**config.mk**
```make
export PLATFORM = sky130hd
export DESIGN_NAME = uart_rx_param
export DESIGN_NICKNAME = d
export VERILOG_FILES = /design/src/rtl/uart_pkg.sv /design/src/rtl/uart_rx_sync.sv /design/src/rtl/uart_rx_param.sv
export SDC_FILE = /design/constraint.sdc
export NUM_CORES = 1
export LEC_CHECK = 0
export CORE_ASPECT_RATIO = 1.2
export CORE_MARGIN = 2
export CORE_UTILIZATION = 41
export CTS_CLUSTER_SIZE = 40
export DETAILED_ROUTE_END_ITERATION = 16
export DONT_BUFFER_PORTS = 1
export GPL_TIMING_DRIVEN = 0
export MAX_ROUTING_LAYER = met4
export PLACE_DENSITY = 0.54
export SLEW_MARGIN = 20
export SYNTH_ARGS = -nofsm -noshare
export SYNTH_HDL_FRONTEND = slang
export SYNTH_HIERARCHICAL = 1
export SYNTH_SLANG_ARGS = --single-unit
```
**constraint.sdc**
```tcl
create_clock -name rx_clk -period 5.15 [get_ports rx_clk]
set_clock_uncertainty 0.05 [all_clocks]
set_input_delay 1.545 -clock rx_clk [delete_from_list [all_inputs] [get_ports rx_clk]]
set_output_delay 1.545 -clock rx_clk [all_outputs]
set_load 0.005 [all_outputs]
```
**src/rtl/uart_pkg.sv**
```systemverilog
// Shared types, constants and helper functions for the parametrised UART receiver.
package uart_pkg;

  typedef enum logic [2:0] {
    IDLE   = 3'd0,
    START  = 3'd1,
    DATA   = 3'd2,
    PARITY = 3'd3,
    STOP   = 3'd4
  } uart_state_e;

  localparam logic PAR_EVEN = 1'b0;
  localparam logic PAR_ODD  = 1'b1;

  // Width of the per-bit cycle counter; never narrower than one bit.
  function automatic int cnt_width(input int clks);
    if (clks <= 32'sd2) begin
      return 32'sd1;
    end else begin
      return $clog2(clks);
    end
  endfunction

  // XOR reduction over a data word zero-extended to the widest legal frame.
  function automatic logic parity9(input logic [8:0] d);
    return ^d;
  endfunction

endpackage

```
**src/rtl/uart_rx_sync.sv**
```systemverilog
// Two-flop synchronizer for the serial line, with an optional 2-of-3 majority
// filter over the synchronized samples (enabled by UART_RX_MAJORITY_EN).
module uart_rx_sync (
  input  logic rx_clk,
  input  logic rx_rst_n,
  input  logic rx_in,
  output logic sample
);

  logic sync1_r;
  logic sync2_r;

  // Metastability chain; resets to the idle (high) line level.
  always_ff @(posedge rx_clk) begin
    if (!rx_rst_n) begin
      sync1_r <= 1'b1;
      sync2_r <= 1'b1;
    end else begin
      sync1_r <= rx_in;
      sync2_r <= sync1_r;
    end
  end

`ifdef UART_RX_MAJORITY_EN
  logic hist1_r;
  logic hist2_r;

  // History of the two previous synchronized samples.
  always_ff @(posedge rx_clk) begin
    if (!rx_rst_n) begin
      hist1_r <= 1'b1;
      hist2_r <= 1'b1;
    end else begin
      hist1_r <= sync2_r;
      hist2_r <= hist1_r;
    end
  end

  assign sample = (sync2_r & hist1_r) | (sync2_r & hist2_r) | (hist1_r & hist2_r);
`else
  assign sample = sync2_r;
`endif

endmodule

```
**src/rtl/uart_rx_param.sv**
```systemverilog
// Parametrised UART receiver: configurable data width, parity and stop bits.
// Optional majority sampling is selected with the UART_RX_MAJORITY_EN macro.
module uart_rx_param
  import uart_pkg::*;
#(
  parameter int CLKS_PER_BIT = 521,
  parameter int DATA_BITS    = 8,
  parameter int PARITY_EN    = 0,
  parameter int PARITY_ODD   = 0,
  parameter int STOP_BITS    = 1
) (
  input  logic                 rx_clk,
  input  logic                 rx_rst_n,
  input  logic                 rx_in,
  output logic [DATA_BITS-1:0] rx_out,
  output logic                 rx_valid,
  output logic                 rx_frame_err,
  output logic                 rx_parity_err,
  output logic                 rx_busy
);

  localparam int CW = cnt_width(CLKS_PER_BIT);
  localparam int IW = $clog2(DATA_BITS + 1);
  localparam logic [CW-1:0] HALF_CNT  = CW'((CLKS_PER_BIT - 1) / 2);
  localparam logic [CW-1:0] FULL_CNT  = CW'(CLKS_PER_BIT - 1);
  localparam logic [IW-1:0] LAST_DATA = IW'(DATA_BITS - 1);
  localparam logic [IW-1:0] LAST_STOP = IW'(STOP_BITS - 1);
  localparam logic PAR_MODE = (PARITY_ODD != 32'sd0) ? PAR_ODD : PAR_EVEN;
  localparam uart_state_e AFTER_DATA = (PARITY_EN != 32'sd0) ? PARITY : STOP;

  logic                 sample_s;
  uart_state_e          state_r, state_n;
  logic [CW-1:0]        cnt_r, cnt_n;
  logic [IW-1:0]        idx_r, idx_n;
  logic [DATA_BITS-1:0] shift_r, shift_n;
  logic                 ferr_r, ferr_n;
  logic                 perr_r, perr_n;
  logic                 brk_r, brk_n;
  logic                 done_s;

  uart_rx_sync u_sync (
    .rx_clk   (rx_clk),
    .rx_rst_n (rx_rst_n),
    .rx_in    (rx_in),
    .sample   (sample_s)
  );

  // Next-state, counters, shift register and error accumulation.
  always_comb begin
    state_n = state_r;
    cnt_n   = cnt_r;
    idx_n   = idx_r;
    shift_n = shift_r;
    ferr_n  = ferr_r;
    perr_n  = perr_r;
    brk_n   = brk_r;
    done_s  = 1'b0;
    case (state_r)
      IDLE: begin
        cnt_n  = '0;
        idx_n  = '0;
        ferr_n = 1'b0;
        perr_n = 1'b0;
        // After a low stop sample the line must return high before a new start.
        if (brk_r) begin
          brk_n = ~sample_s;
        end else if (!sample_s) begin
          state_n = START;
        end else begin
          state_n = IDLE;
        end
      end
      START: begin
        if (cnt_r == HALF_CNT) begin
          cnt_n   = '0;
          state_n = sample_s ? IDLE : DATA;
        end else begin
          cnt_n = cnt_r + CW'(1);
        end
      end
      DATA: begin
        if (cnt_r == FULL_CNT) begin
          cnt_n   = '0;
          shift_n = {sample_s, shift_r[DATA_BITS-1:1]};
          if (idx_r == LAST_DATA) begin
            idx_n   = '0;
            state_n = AFTER_DATA;
          end else begin
            idx_n = idx_r + IW'(1);
          end
        end else begin
          cnt_n = cnt_r + CW'(1);
        end
      end
      PARITY: begin
        if (cnt_r == FULL_CNT) begin
          cnt_n   = '0;
          perr_n  = (parity9(9'(shift_r)) ^ sample_s) != PAR_MODE;
          state_n = STOP;
        end else begin
          cnt_n = cnt_r + CW'(1);
        end
      end
      STOP: begin
        if (cnt_r == FULL_CNT) begin
          cnt_n  = '0;
          ferr_n = ferr_r | ~sample_s;
          if (idx_r == LAST_STOP) begin
            idx_n   = '0;
            done_s  = 1'b1;
            brk_n   = ~sample_s;
            state_n = IDLE;
          end else begin
            idx_n = idx_r + IW'(1);
          end
        end else begin
          cnt_n = cnt_r + CW'(1);
        end
      end
      default: begin
        state_n = IDLE;
        cnt_n   = '0;
        idx_n   = '0;
      end
    endcase
  end

  // FSM, counters and datapath registers.
  always_ff @(posedge rx_clk) begin
    if (!rx_rst_n) begin
      state_r <= IDLE;
      cnt_r   <= '0;
      idx_r   <= '0;
      shift_r <= '0;
      ferr_r  <= 1'b0;
      perr_r  <= 1'b0;
      brk_r   <= 1'b0;
    end else begin
      state_r <= state_n;
      cnt_r   <= cnt_n;
      idx_r   <= idx_n;
      shift_r <= shift_n;
      ferr_r  <= ferr_n;
      perr_r  <= perr_n;
      brk_r   <= brk_n;
    end
  end

  // Registered frame report; error flags are only ever high alongside rx_valid.
  always_ff @(posedge rx_clk) begin
    if (!rx_rst_n) begin
      rx_out        <= '0;
      rx_valid      <= 1'b0;
      rx_frame_err  <= 1'b0;
      rx_parity_err <= 1'b0;
      rx_busy       <= 1'b0;
    end else begin
      rx_valid <= done_s;
      rx_busy  <= (state_n != IDLE);
      if (done_s) begin
        rx_out        <= shift_r;
        rx_frame_err  <= ferr_n;
        rx_parity_err <= (PARITY_EN != 32'sd0) ? perr_r : 1'b0;
      end else begin
        rx_frame_err  <= 1'b0;
        rx_parity_err <= 1'b0;
      end
    end
  end

endmodule

```
# Word-level counts from Yosys, hierarchy flattened
# Index checks and enable logic that the tools add are counted.
# W data, S select, Z words.
dict set report op_classes {
  add_sub_neg 2
  eq_ne 10
  n_mux 27
  n_bitwise 3
  reduce_logical 10
}
# op n
set op_table {}
lappend op_table {{$mux W3} 7}
lappend op_table {{$mux W10} 2}
lappend op_table {{$pmux W10 S2} 1}
lappend op_table {{$mux W4} 4}
lappend op_table {{$pmux W3 S5} 1}
lappend op_table {{$pmux W4 S3} 1}
lappend op_table {{$add A10 B1 Y10 const B} 1}
lappend op_table {{$eq A10 B10 Y1 const B} 1}
lappend op_table {{$eq A10 B9 Y1 const B} 1}
lappend op_table {{$mux W1} 8}
lappend op_table {{$eq A3 B2 Y1 const B} 2}
lappend op_table {{$ne A2 B2 Y1 const B} 3}
lappend op_table {{$reduce_and A3 Y1} 2}
lappend op_table {{$add A4 B1 Y4 const B} 1}
lappend op_table {{$eq A4 B3 Y1 const B} 1}
lappend op_table {{$logic_not A4 Y1} 1}
lappend op_table {{$pmux W1 S2} 2}
lappend op_table {{$reduce_and A2 Y1} 2}
lappend op_table {{$eq A3 B1 Y1 const B} 1}
lappend op_table {{$eq A3 B3 Y1 const B} 1}
lappend op_table {{$logic_not A3 Y1} 1}
lappend op_table {{$reduce_bool A3 Y1} 1}
lappend op_table {{$reduce_or A3 Y1} 1}
lappend op_table {{$mux W2} 1}
lappend op_table {{4 further kinds} 5}
dict set report word_totals {
  register_bits 40
}

# Logic depth before layout (Yosys ltp)
# Gate-level depths: netlist of run 1.
dict set report logic_depth {
  ltp_word 5
  ltp_mapped 7
  mapped_depth_nobuf 6
}

# Hierarchy
# Netlist of run 1, hierarchy kept.
# module instances cells_per_inst area_each_um2 seq_area_each_um2
set by_module_without_submodules {}
lappend by_module_without_submodules {uart_rx_param 1 201 1794.2 760.7}
lappend by_module_without_submodules {uart_rx_sync 1 4 52.6 40.0}

# Worst setup path after synthesis of run 1
# Ideal clock, no wire load.
dict set report synth_timing {
  path_kind {input to register}
  start {input rx_rst_n}
  end {register cnt_r[1]}
  setup_ns 0.065
  arrival_time_ns 2.515
  required_time_ns 5.035
  setup_slack_ns 2.520
  path_stages 5
  cell_sequence {clkbuf_1 nand2_1 o32a_1 buf_2 nor2b_1}
}
# item line_no
set synth_lines {}
lappend synth_lines {{start: declaration} uart_rx_param.sv:13} ;# input logic rx_rst_n,
lappend synth_lines {{end signal: assignment} uart_rx_param.sv:140} ;# cnt_r <= cnt_n;
lappend synth_lines {{end: declaration} uart_rx_param.sv:33} ;# logic [CW-1:0] cnt_r, cnt_n;

==> impl_metrics.env, run 1 <==
export IMPL_ff2ff_setup_slack_ns=2.88
export IMPL_cts_num_sinks=40
export IMPL_worstReg2RegStart="cnt_r[0]$_SDFF_PN0_"
export IMPL_slew_violations=0
export IMPL_finalSetupTns_ns=0
export IMPL_syn_area_per_cell_sq_um=9.01
export IMPL_finalSetupViolCount=0
export IMPL_rsz0062_at_grt="false"
export IMPL_grt_use_total_pct=16.3
export IMPL_synth_top_area_share_pct=43.4
export IMPL_ios=15
export IMPL_synthTopCellsByArea="dfxtp_1 (43%), mux2i_1 (9.2%), nand2_1 (5.5%), nor2_1 (4.7%), xor2_1 (2.8%)"
export IMPL_drcViolationCount=0
export IMPL_hold_buffers=0
export IMPL_clk_pin_slew_ns=0.07
export IMPL_end_kind="flop"
export IMPL_synth_nets=212
export IMPL_hold_viol=0
export IMPL_ys_flop_type="dfxtp_1"
export IMPL_nets=219
export IMPL_area_growth_pct=9.82
export IMPL_path_cells="clkbuf_1 -> nand2_1 -> o32a_1 -> buf_2 -> nor2_1"
export IMPL_finalCritPeriodShare_pct=49.6
export IMPL_die_w_microns=65.3
export IMPL_maxSlewHeadroom_pct=48.7
export IMPL_rows=26
export IMPL_hold_end="u_sync/sample$_SDFF_PN1_"
export IMPL_start_util_pct=43.0
export IMPL_cts_tree="built"
export IMPL_critical_path_class="primary input to flop"
export IMPL_cts_htree_levels=2
export IMPL_maxClockFrequency_ghz=0.391
export IMPL_routabilityCongestion=0.844
export IMPL_min_period_ns=2.55
export IMPL_p_per_area_mw_per_mm2=287
export IMPL_grt_pass1_wl_mm=6.28
export IMPL_drive_gt1_share_pct=7.51
export IMPL_via_per_inst=5.30
export IMPL_clkLatencyLatePin_ns=0.29
export IMPL_stdcell_count=269
export IMPL_leakage_nw=0.713
export IMPL_ys_types=46
export IMPL_postCtsSetupBuffers=0
export IMPL_cts_resized=0
export IMPL_reg2reg_depth=6
export IMPL_whs_ns=0.373
export IMPL_fill_cells=449
export IMPL_syn_inst=205
export IMPL_clockRootBuffer="clkbuf_8"
export IMPL_worst_pin_slew_ns=0.764
export IMPL_post_drt_wl_per_cell_microns=13.5
export IMPL_critical_path_max_stage_delay_ns=0.37
export IMPL_min_delay_start="u_sync/sync1_r$_SDFF_PN1_"
export IMPL_hpwl_mm=2.69
export IMPL_crit_path_start_kind="primary input"
export IMPL_grt_overflow=0
export IMPL_grt_pass1_vias=1356
export IMPL_cts_buffers=5
export IMPL_die_h_microns=77.5
export IMPL_cp_max_fo=10
export IMPL_crit_buf_inv=2
export IMPL_status="complete, no violations"
export IMPL_min_path_type="flop to flop"
export IMPL_syn_cell_area_sq_mm=0.00185
export IMPL_ys_seq_area_share_pct=43.4
export IMPL_vias=1425
export IMPL_synth_edf_count=0
export IMPL_clockBufferDepth=2
export IMPL_synth_ff_latch_count=40
export IMPL_core_sq_mm=0.00429
export IMPL_async_reset_ff_share_pct=0
export IMPL_drv_cap=0
export IMPL_drt_iter0_drc=66
export IMPL_irDropWorstVdd_mv=0.131
export IMPL_slowest_stage="o32a_1"
export IMPL_placed_cells=261
export IMPL_grt_antenna_before_repair=0
export IMPL_io_buffers=0
export IMPL_num_antenna_cells=0
export IMPL_arrival_ns=2.73
export IMPL_regToRegEndpoint="rx_out[3]$_SDFFE_PN0P_"
export IMPL_ys_warn_count=6
export IMPL_worst_ep_required_time_ns=5.33
export IMPL_dr_pass1_iters=4
export IMPL_dieArea_sq_mm=0.00506
export IMPL_ant_nets=0
export IMPL_grt_max_degree=14
export IMPL_wl_mm=3.64
export IMPL_hold_depth=1
export IMPL_crit_family="buffers and inverters"
export IMPL_yosysTopAreaCell="dfxtp_1"
## metrics by stage
step	setup slack [ns]	power [mW]	instance area [sq um]	util, %
after floorplan	2.52	0.334	1850	-
after detailed placement	2.30	0.339	1920	44.6
after global placement	2.30	0.339	1920	44.6
after CTS	2.60	0.593	2030	47.2
final	2.60	0.582	2030	47.2
after global routing	2.46	0.612	2030	47.2
## power breakdown
part           total [mW]  internal (mW)  switching [mW]
logic              0.0192        0.00595          0.0132
registers           0.312          0.311         0.00162
clock network       0.251          0.143           0.107
## synth_stat cells (3+ instances only)
| cell type | n |
|---|---|
| dfxtp_1 | 40 |
| nand2_1 | 27 |
| nor2_1 | 23 |
| mux2i_1 | 17 |
| inv_1 | 10 |
| clkbuf_1 | 7 |
| nand4_1 | 7 |
| nand3_1 | 6 |
| xor2_1 | 6 |
| nand2b_1 | 5 |
| nor3_1 | 5 |
| ha_1 | 4 |
| a21oi_1 | 3 |
| and3_1 | 3 |
| o22ai_1 | 3 |
## flip-flops by register name, indices dropped and copies added, names as in the netlist, 3 cells and up
register  flops
rx_out        8
idx_r         4
cnt_r        10
state_r       3
shift_r       8
## cell families after synthesis
group / synth area share, %
flip-flops: 43.4
AND/OR/NAND/NOR: 27.2
buffers and inverters: 4.40
multiplexers: 9.21
AO/OA/AOI/OAI: 9.15
XOR/XNOR: 3.79
adder cells (fa/ha/maj): 2.71
other: 0.203
## how the worst max path moves through the flow
stage	to	slack [ns]	start	depth (start not counted)
2_1_floorplan	cnt_r[1]$_SDFF_PN0_	2.52	rx_rst_n	5
3_3_place_gp	cnt_r[1]$_SDFF_PN0_	2.30	rx_rst_n	5
3_5_place_dp	cnt_r[1]$_SDFF_PN0_	2.30	rx_rst_n	5
4_1_cts	cnt_r[6]$_SDFF_PN0_	2.60	rx_rst_n	5
5_1_grt	cnt_r[1]$_SDFF_PN0_	2.46	rx_rst_n	5
6_report	cnt_r[6]$_SDFF_PN0_	2.60	rx_rst_n	5
## placed cells by master (no fill, tap or decap), drive strengths merged, types with 4 or more instances in the layout
cell type and instances:
clkbuf 12, nand4 7, ha 4, xor2 6
nand2 27, inv 10, nand3 6, dfxtp 40
nand2b 5, nor3 5, mux2i 17, nor2 24
## per-layer routing
| metal | global-route usage (%) | wire length [microns] |
|---|---|---|
| met5 | - | 0 |
| met4 | 5.21 | 36 |
| met3 | 5.22 | 189 |
| met2 | 26.3 | 1810 |
| met1 | 19.1 | 1610 |
## area by class of cell
class	instances	area (sq um)	share of cell area (%)
sequential	40	801	39.5
multi-input combinational	145	965	47.6
buffer	10	43.8	2.16
clock buffer	5	68.8	3.39
tap	56	70.1	3.45
clock inverter	3	42.5	2.10
inverter	10	37.5	1.85
Power figures use the tool's default switching activity.
==> run 2, diff against run 1 <==
- clock period: 5.15 -> 2.44 ns (I/O delays scaled with it)
==> impl_metrics.env, run 2 (synthesis gave the netlist of run 1 again) <==
export IMPL_status="complete, no violations"
export IMPL_min_path_type="flop to flop"
export IMPL_largest_reg_flops=10
export IMPL_p_comb_share_pct=3.3
export IMPL_cts_buffers=5
export IMPL_hold_depth=1
export IMPL_die_h_microns=77.5
export IMPL_p_total_mw=1.23
export IMPL_nets=219
export IMPL_cp_max_fo=8
export IMPL_vias=1437
export IMPL_ios=15
export IMPL_routabilityCongestion=0.844
export IMPL_hold_end="u_sync/sample$_SDFF_PN1_"
export IMPL_cts_htree_levels=2
export IMPL_postLayoutCellArea_sq_mm=0.00203
export IMPL_grt_antenna_before_repair=0
export IMPL_grt_use_total_pct=16.3
export IMPL_pwr_share_seq_pct=53.6
export IMPL_start_util_pct=43.0
export IMPL_slowest_stage="nor4_4"
export IMPL_leakage_nw=0.716
export IMPL_grt_pass1_vias=1356
export IMPL_clk_pin_slew_ns=0.07
export IMPL_drcViolationCount=0
export IMPL_finalCritPeriodShare_pct=92.9
export IMPL_ant_nets=0
export IMPL_grt_overflow=0
export IMPL_whs_ns=0.373
export IMPL_stdcell_count=269
export IMPL_area_growth_pct=10.2
export IMPL_placed_cells=261
export IMPL_fill_cells=448
export IMPL_layout_common_cells="dfxtp_1 (40), nand2_1 (27), nor2_1 (23)"
export IMPL_slew_violations=0
export IMPL_dpl_cell_area_sq_mm=0.00192
export IMPL_post_drt_wl_per_cell_microns=13.7
export IMPL_worst_pin_slew_ns=0.762
export IMPL_grt_max_degree=14
export IMPL_top_regs="cnt_r: 10 flops, rx_out: 8 flops, shift_r: 8 flops"
export IMPL_finalSetupTns_ns=0
export IMPL_clock_power_share_pct=43.1
export IMPL_rows=26
export IMPL_cts_num_sinks=40
export IMPL_drive_gt1_share_pct=7.98
export IMPL_drt_iter0_drc=77
export IMPL_die_w_microns=65.3
export IMPL_worst_ep_required_time_ns=2.55
export IMPL_p_int_uw=971
export IMPL_rsz0062_at_grt="false"
export IMPL_min_delay_start="u_sync/sync1_r$_SDFF_PN1_"
export IMPL_reg2reg_depth=6
export IMPL_hold_viol=0
export IMPL_core_sq_mm=0.00429
export IMPL_maxSlewHeadroom_pct=48.8
export IMPL_finalSetupViolCount=0
export IMPL_via_per_inst=5.34
export IMPL_io_buffers=0
export IMPL_worstReg2RegStart="cnt_r[0]$_SDFF_PN0_"
export IMPL_cts_tree="built"
export IMPL_power_switching_uw=259
export IMPL_final_util_pct=47.4
export IMPL_p_per_area_mw_per_mm2=605
export IMPL_postCtsSetupBuffers=0
export IMPL_top_register="cnt_r"
export IMPL_clockBufferDepth=2
export IMPL_end_kind="flop"
export IMPL_path_cells="inv_1 -> ha_1 -> or4b_4 -> nor4_4 -> mux2i_1 -> nor2_1"
export IMPL_clockRootBuffer="clkbuf_8"
export IMPL_dieArea_sq_mm=0.00506
export IMPL_place_ws_ns=0.156
export IMPL_final_common_cell="dfxtp_1"
export IMPL_swShare_pct=21.0
export IMPL_min_period_ns=2.27
export IMPL_critical_path_max_stage_delay_ns=0.66
export IMPL_hpwl_mm=2.69
export IMPL_drv_cap=0
export IMPL_regToRegEndpoint="shift_r[1]$_SDFFE_PN0P_"
export IMPL_ff2ff_setup_slack_ns=0.17
export IMPL_wl_mm=3.69
export IMPL_grt_pass1_wl_mm=6.28
export IMPL_dr_pass1_iters=4
export IMPL_crit_path_start_kind="flop"
export IMPL_irDropWorstVdd_mv=0.277
export IMPL_maxClockFrequency_ghz=0.441
export IMPL_critical_path_class="flop to flop"
export IMPL_arrival_ns=2.38
export IMPL_finalWorstSetupSlack_ns=0.174
export IMPL_num_antenna_cells=0
export IMPL_clkLatencyLatePin_ns=0.29
## run 2: changes by cell type in the layout (fill, tap and decap cells not counted)
cell / before / now
nor4b_2: 0 / 1
nor4b_1: 1 / 0
## run 2: layout make-up
cell class / instances / area (sq um) / share of cell area (%)
flip-flops and latches: 40 / 801 / 39.4
inverters: 10 / 37.5 / 1.85
plain buffers: 10 / 43.8 / 2.15
well taps: 56 / 70.1 / 3.44
multi-input cells: 145 / 971 / 47.7
clock inverters: 3 / 42.5 / 2.09
clock buffers: 5 / 68.8 / 3.38
## run 2: worst max-delay path by stage
stage | start | slack (ns) | to | depth (start not counted)
global placement | cnt_r[0]$_SDFF_PN0_ | 0.21 | rx_out[3]$_SDFFE_PN0P_ | 6
finish | cnt_r[0]$_SDFF_PN0_ | 0.17 | shift_r[1]$_SDFFE_PN0P_ | 6
detailed placement | cnt_r[0]$_SDFF_PN0_ | 0.16 | rx_out[3]$_SDFFE_PN0P_ | 6
floorplan | cnt_r[0]$_SDFF_PN0_ | 0.45 | shift_r[0]$_SDFFE_PN0P_ | 6
global route | cnt_r[0]$_SDFF_PN0_ | 0.06 | shift_r[1]$_SDFFE_PN0P_ | 6
CTS | cnt_r[0]$_SDFF_PN0_ | 0.14 | rx_out[3]$_SDFFE_PN0P_ | 6
## run 2: repair_timing
| action | CTS | global route |
|---|---|---|
| hold buffers | 0 | 0 |
| setup endpoints to repair | 0 | 9 |
| gates resized for setup | 0 | 1 |
## run 2: power by group through the flow
stage	clock network (mW)	registers [mW]	logic [mW]
floorplan	0	0.674	0.0309
global placement	0	0.675	0.0399
detailed placement	0	0.675	0.0401
CTS	0.551	0.660	0.0404
global route	0.586	0.660	0.0463
finish	0.530	0.660	0.0408
## run 2: critical path: cells and delay by family, from the launching register on
family | cells | cell delay [ns]
flip-flops | 1 | 0.36
multiplexers | 1 | 0.27
adder cells (fa/ha/maj) | 1 | 0.16
AND/OR/NAND/NOR | 3 | 1.23
buffers and inverters | 1 | 0.07
## run 2: metal layers
metal / GRT usage [%] / wire [microns] / vias up
met4: 5.21 / 36 / 0
met3: 5.22 / 172 / 4
met2: 26.3 / 1830 / 33
li1: - / - / 722
met5: - / 0 / -
met1: 19.1 / 1660 / 678
==> run 3, diff against run 2 <==
- CORE_UTILIZATION: 41 -> 55
- PLACE_DENSITY: 0.54 -> 0.69
==> impl_metrics.env, run 3 (synthesis gave the netlist of run 1 again) <==
export IMPL_critical_path_class="flop to flop"
export IMPL_nets=219
export IMPL_hold_viol=0
export IMPL_vias=1452
export IMPL_die_h_microns=67.5
export IMPL_clkLatencyLatePin_ns=0.29
export IMPL_grt_use_total_pct=22.9
export IMPL_leakage_nw=0.705
export IMPL_start_util_pct=56.3
export IMPL_cts_buffers=5
export IMPL_postLayoutCellArea_sq_mm=0.00200
export IMPL_ff2ff_setup_slack_ns=0.21
export IMPL_via_per_inst=5.81
export IMPL_fill_cells=287
export IMPL_io_buffers=0
export IMPL_grt_overflow=0
export IMPL_clockRootBuffer="clkbuf_8"
export IMPL_die_w_microns=56.9
export IMPL_drive_gt1_share_pct=7.98
export IMPL_post_drt_wl_per_cell_microns=15.2
export IMPL_grt_max_degree=14
export IMPL_drv_cap=0
export IMPL_maxSlewHeadroom_pct=53.9
export IMPL_worst_pin_slew_ns=0.686
export IMPL_end_kind="flop"
export IMPL_dieArea_sq_mm=0.00384
export IMPL_grt_pass1_vias=1447
export IMPL_min_delay_start="u_sync/sync1_r$_SDFF_PN1_"
export IMPL_core_sq_mm=0.00328
export IMPL_ios=15
export IMPL_drt_iter0_drc=68
export IMPL_num_antenna_cells=0
export IMPL_cts_num_sinks=40
export IMPL_ant_nets=0
export IMPL_rows=23
export IMPL_finalCritPeriodShare_pct=91.3
export IMPL_dpl_cell_area_sq_mm=0.00189
export IMPL_arrival_ns=2.35
export IMPL_p_per_area_mw_per_mm2=581
export IMPL_min_path_type="flop to flop"
export IMPL_clk_pin_slew_ns=0.08
export IMPL_routabilityCongestion=0.881
export IMPL_slowest_stage="nor4_4"
export IMPL_cts_htree_levels=2
export IMPL_cp_max_fo=8
export IMPL_irDropWorstVdd_mv=0.613
export IMPL_crit_path_start_kind="flop"
export IMPL_min_period_ns=2.23
export IMPL_clockBufferDepth=2
export IMPL_rsz0062_at_grt="false"
export IMPL_largest_reg_flops=10
export IMPL_grt_pass1_wl_mm=6.53
export IMPL_drcViolationCount=0
export IMPL_top_register="cnt_r"
export IMPL_finalSetupViolCount=0
export IMPL_reg2reg_depth=6
export IMPL_status="complete, no violations"
export IMPL_path_cells="inv_1 -> ha_1 -> or4b_4 -> nor4_4 -> mux2i_1 -> nor2_1"
export IMPL_hold_end="u_sync/sample$_SDFF_PN1_"
export IMPL_worst_ep_required_time_ns=2.56
export IMPL_wl_mm=3.79
export IMPL_slew_violations=0
export IMPL_hold_depth=1
export IMPL_regToRegEndpoint="shift_r[0]$_SDFFE_PN0P_"
export IMPL_top_regs="cnt_r: 10 flops, rx_out: 8 flops, shift_r: 8 flops"
export IMPL_dr_pass1_iters=4
export IMPL_final_common_cell="dfxtp_1"
export IMPL_critical_path_max_stage_delay_ns=0.61
export IMPL_grt_antenna_before_repair=0
export IMPL_area_growth_pct=8.13
export IMPL_layout_common_cells="dfxtp_1 (40), nand2_1 (27), nor2_1 (23)"
export IMPL_maxClockFrequency_ghz=0.449
export IMPL_cts_tree="built"
export IMPL_finalSetupTns_ns=0
export IMPL_worstReg2RegStart="cnt_r[0]$_SDFF_PN0_"
export IMPL_hpwl_mm=2.77
[run 3: cell types whose count changed in the layout (fill, tap and decap cells not counted), sizes merged]
cell and change:
bufinv -1, clkbuf +1, clkinv -1, clkinvlp +1
[run 3: cell type report]
| class | count | area [sq um] | share of cell area, % |
|---|---|---|---|
| plain buffers | 10 | 43.8 | 2.19 |
| clock buffers | 6 | 82.6 | 4.14 |
| clock inverters | 2 | 15.0 | 0.752 |
| inverters | 10 | 37.5 | 1.88 |
| multi-input cells | 145 | 971 | 48.6 |
| flip-flops and latches | 40 | 801 | 40.1 |
| well taps | 37 | 46.3 | 2.32 |
[run 3: routing by layer]
metal	wire, microns	vias up	share of wire, %	track usage, %
met5	0	-	0	-
met4	63	0	1.7	10.2
met3	131	6	3.5	7.28
met2	1930	21	51	38.1
met1	1670	699	44	25.4
li1	-	726	-	-
[run 3: how the worst max path moves through the flow]
stage / from / to / slack, ns
after floorplan: cnt_r[0]$_SDFF_PN0_ / shift_r[0]$_SDFFE_PN0P_ / 0.45
after global placement: cnt_r[0]$_SDFF_PN0_ / rx_frame_err$_SDFF_PN0_ / 0.24
after detailed placement: cnt_r[0]$_SDFF_PN0_ / rx_out[4]$_SDFFE_PN0P_ / 0.13
after CTS: cnt_r[0]$_SDFF_PN0_ / rx_out[4]$_SDFFE_PN0P_ / 0.09
after global routing: idx_r[0]$_SDFFE_PN0P_ / rx_out[3]$_SDFFE_PN0P_ / 0.04
final: cnt_r[0]$_SDFF_PN0_ / shift_r[0]$_SDFFE_PN0P_ / 0.21
[run 3: worst max-delay path, delay by kind of cell (launching register included)]
family	cells	cell delay, ns
AND/OR/NAND/NOR	3	1.18
flip-flops	1	0.36
multiplexers	1	0.27
adder cells (fa/ha/maj)	1	0.17
buffers and inverters	1	0.07
[run 3: where the power goes]
group / switching (mW) / internal (mW) / total, mW
Combinational: 0.0284 / 0.0129 / 0.0413
Sequential: 0.00324 / 0.656 / 0.659
Clock: 0.231 / 0.229 / 0.459
[run 3: stage by stage]
step | util [%] | hold slack [ns] | power [mW] | worst slack (ns) | std cells
finish | 60.9 | 0.378 | 1.16 | 0.212 | 250
global placement | 57.7 | 0.351 | 0.714 | 0.242 | 242
detailed placement | 57.7 | 0.356 | 0.715 | 0.130 | 242
global route | 60.9 | 0.395 | 1.20 | 0.0378 | 250
CTS | 60.7 | 0.384 | 1.18 | 0.0890 | 250
floorplan | - | 0.336 | 0.705 | 0.450 | 205
[run 3: repair_timing]
item / in CTS / in global routing
endpoints found under the setup margin: 0 / 9
gates resized for setup: 0 / 1
hold buffers: 0 / 0
buffers inserted: 0 / 0
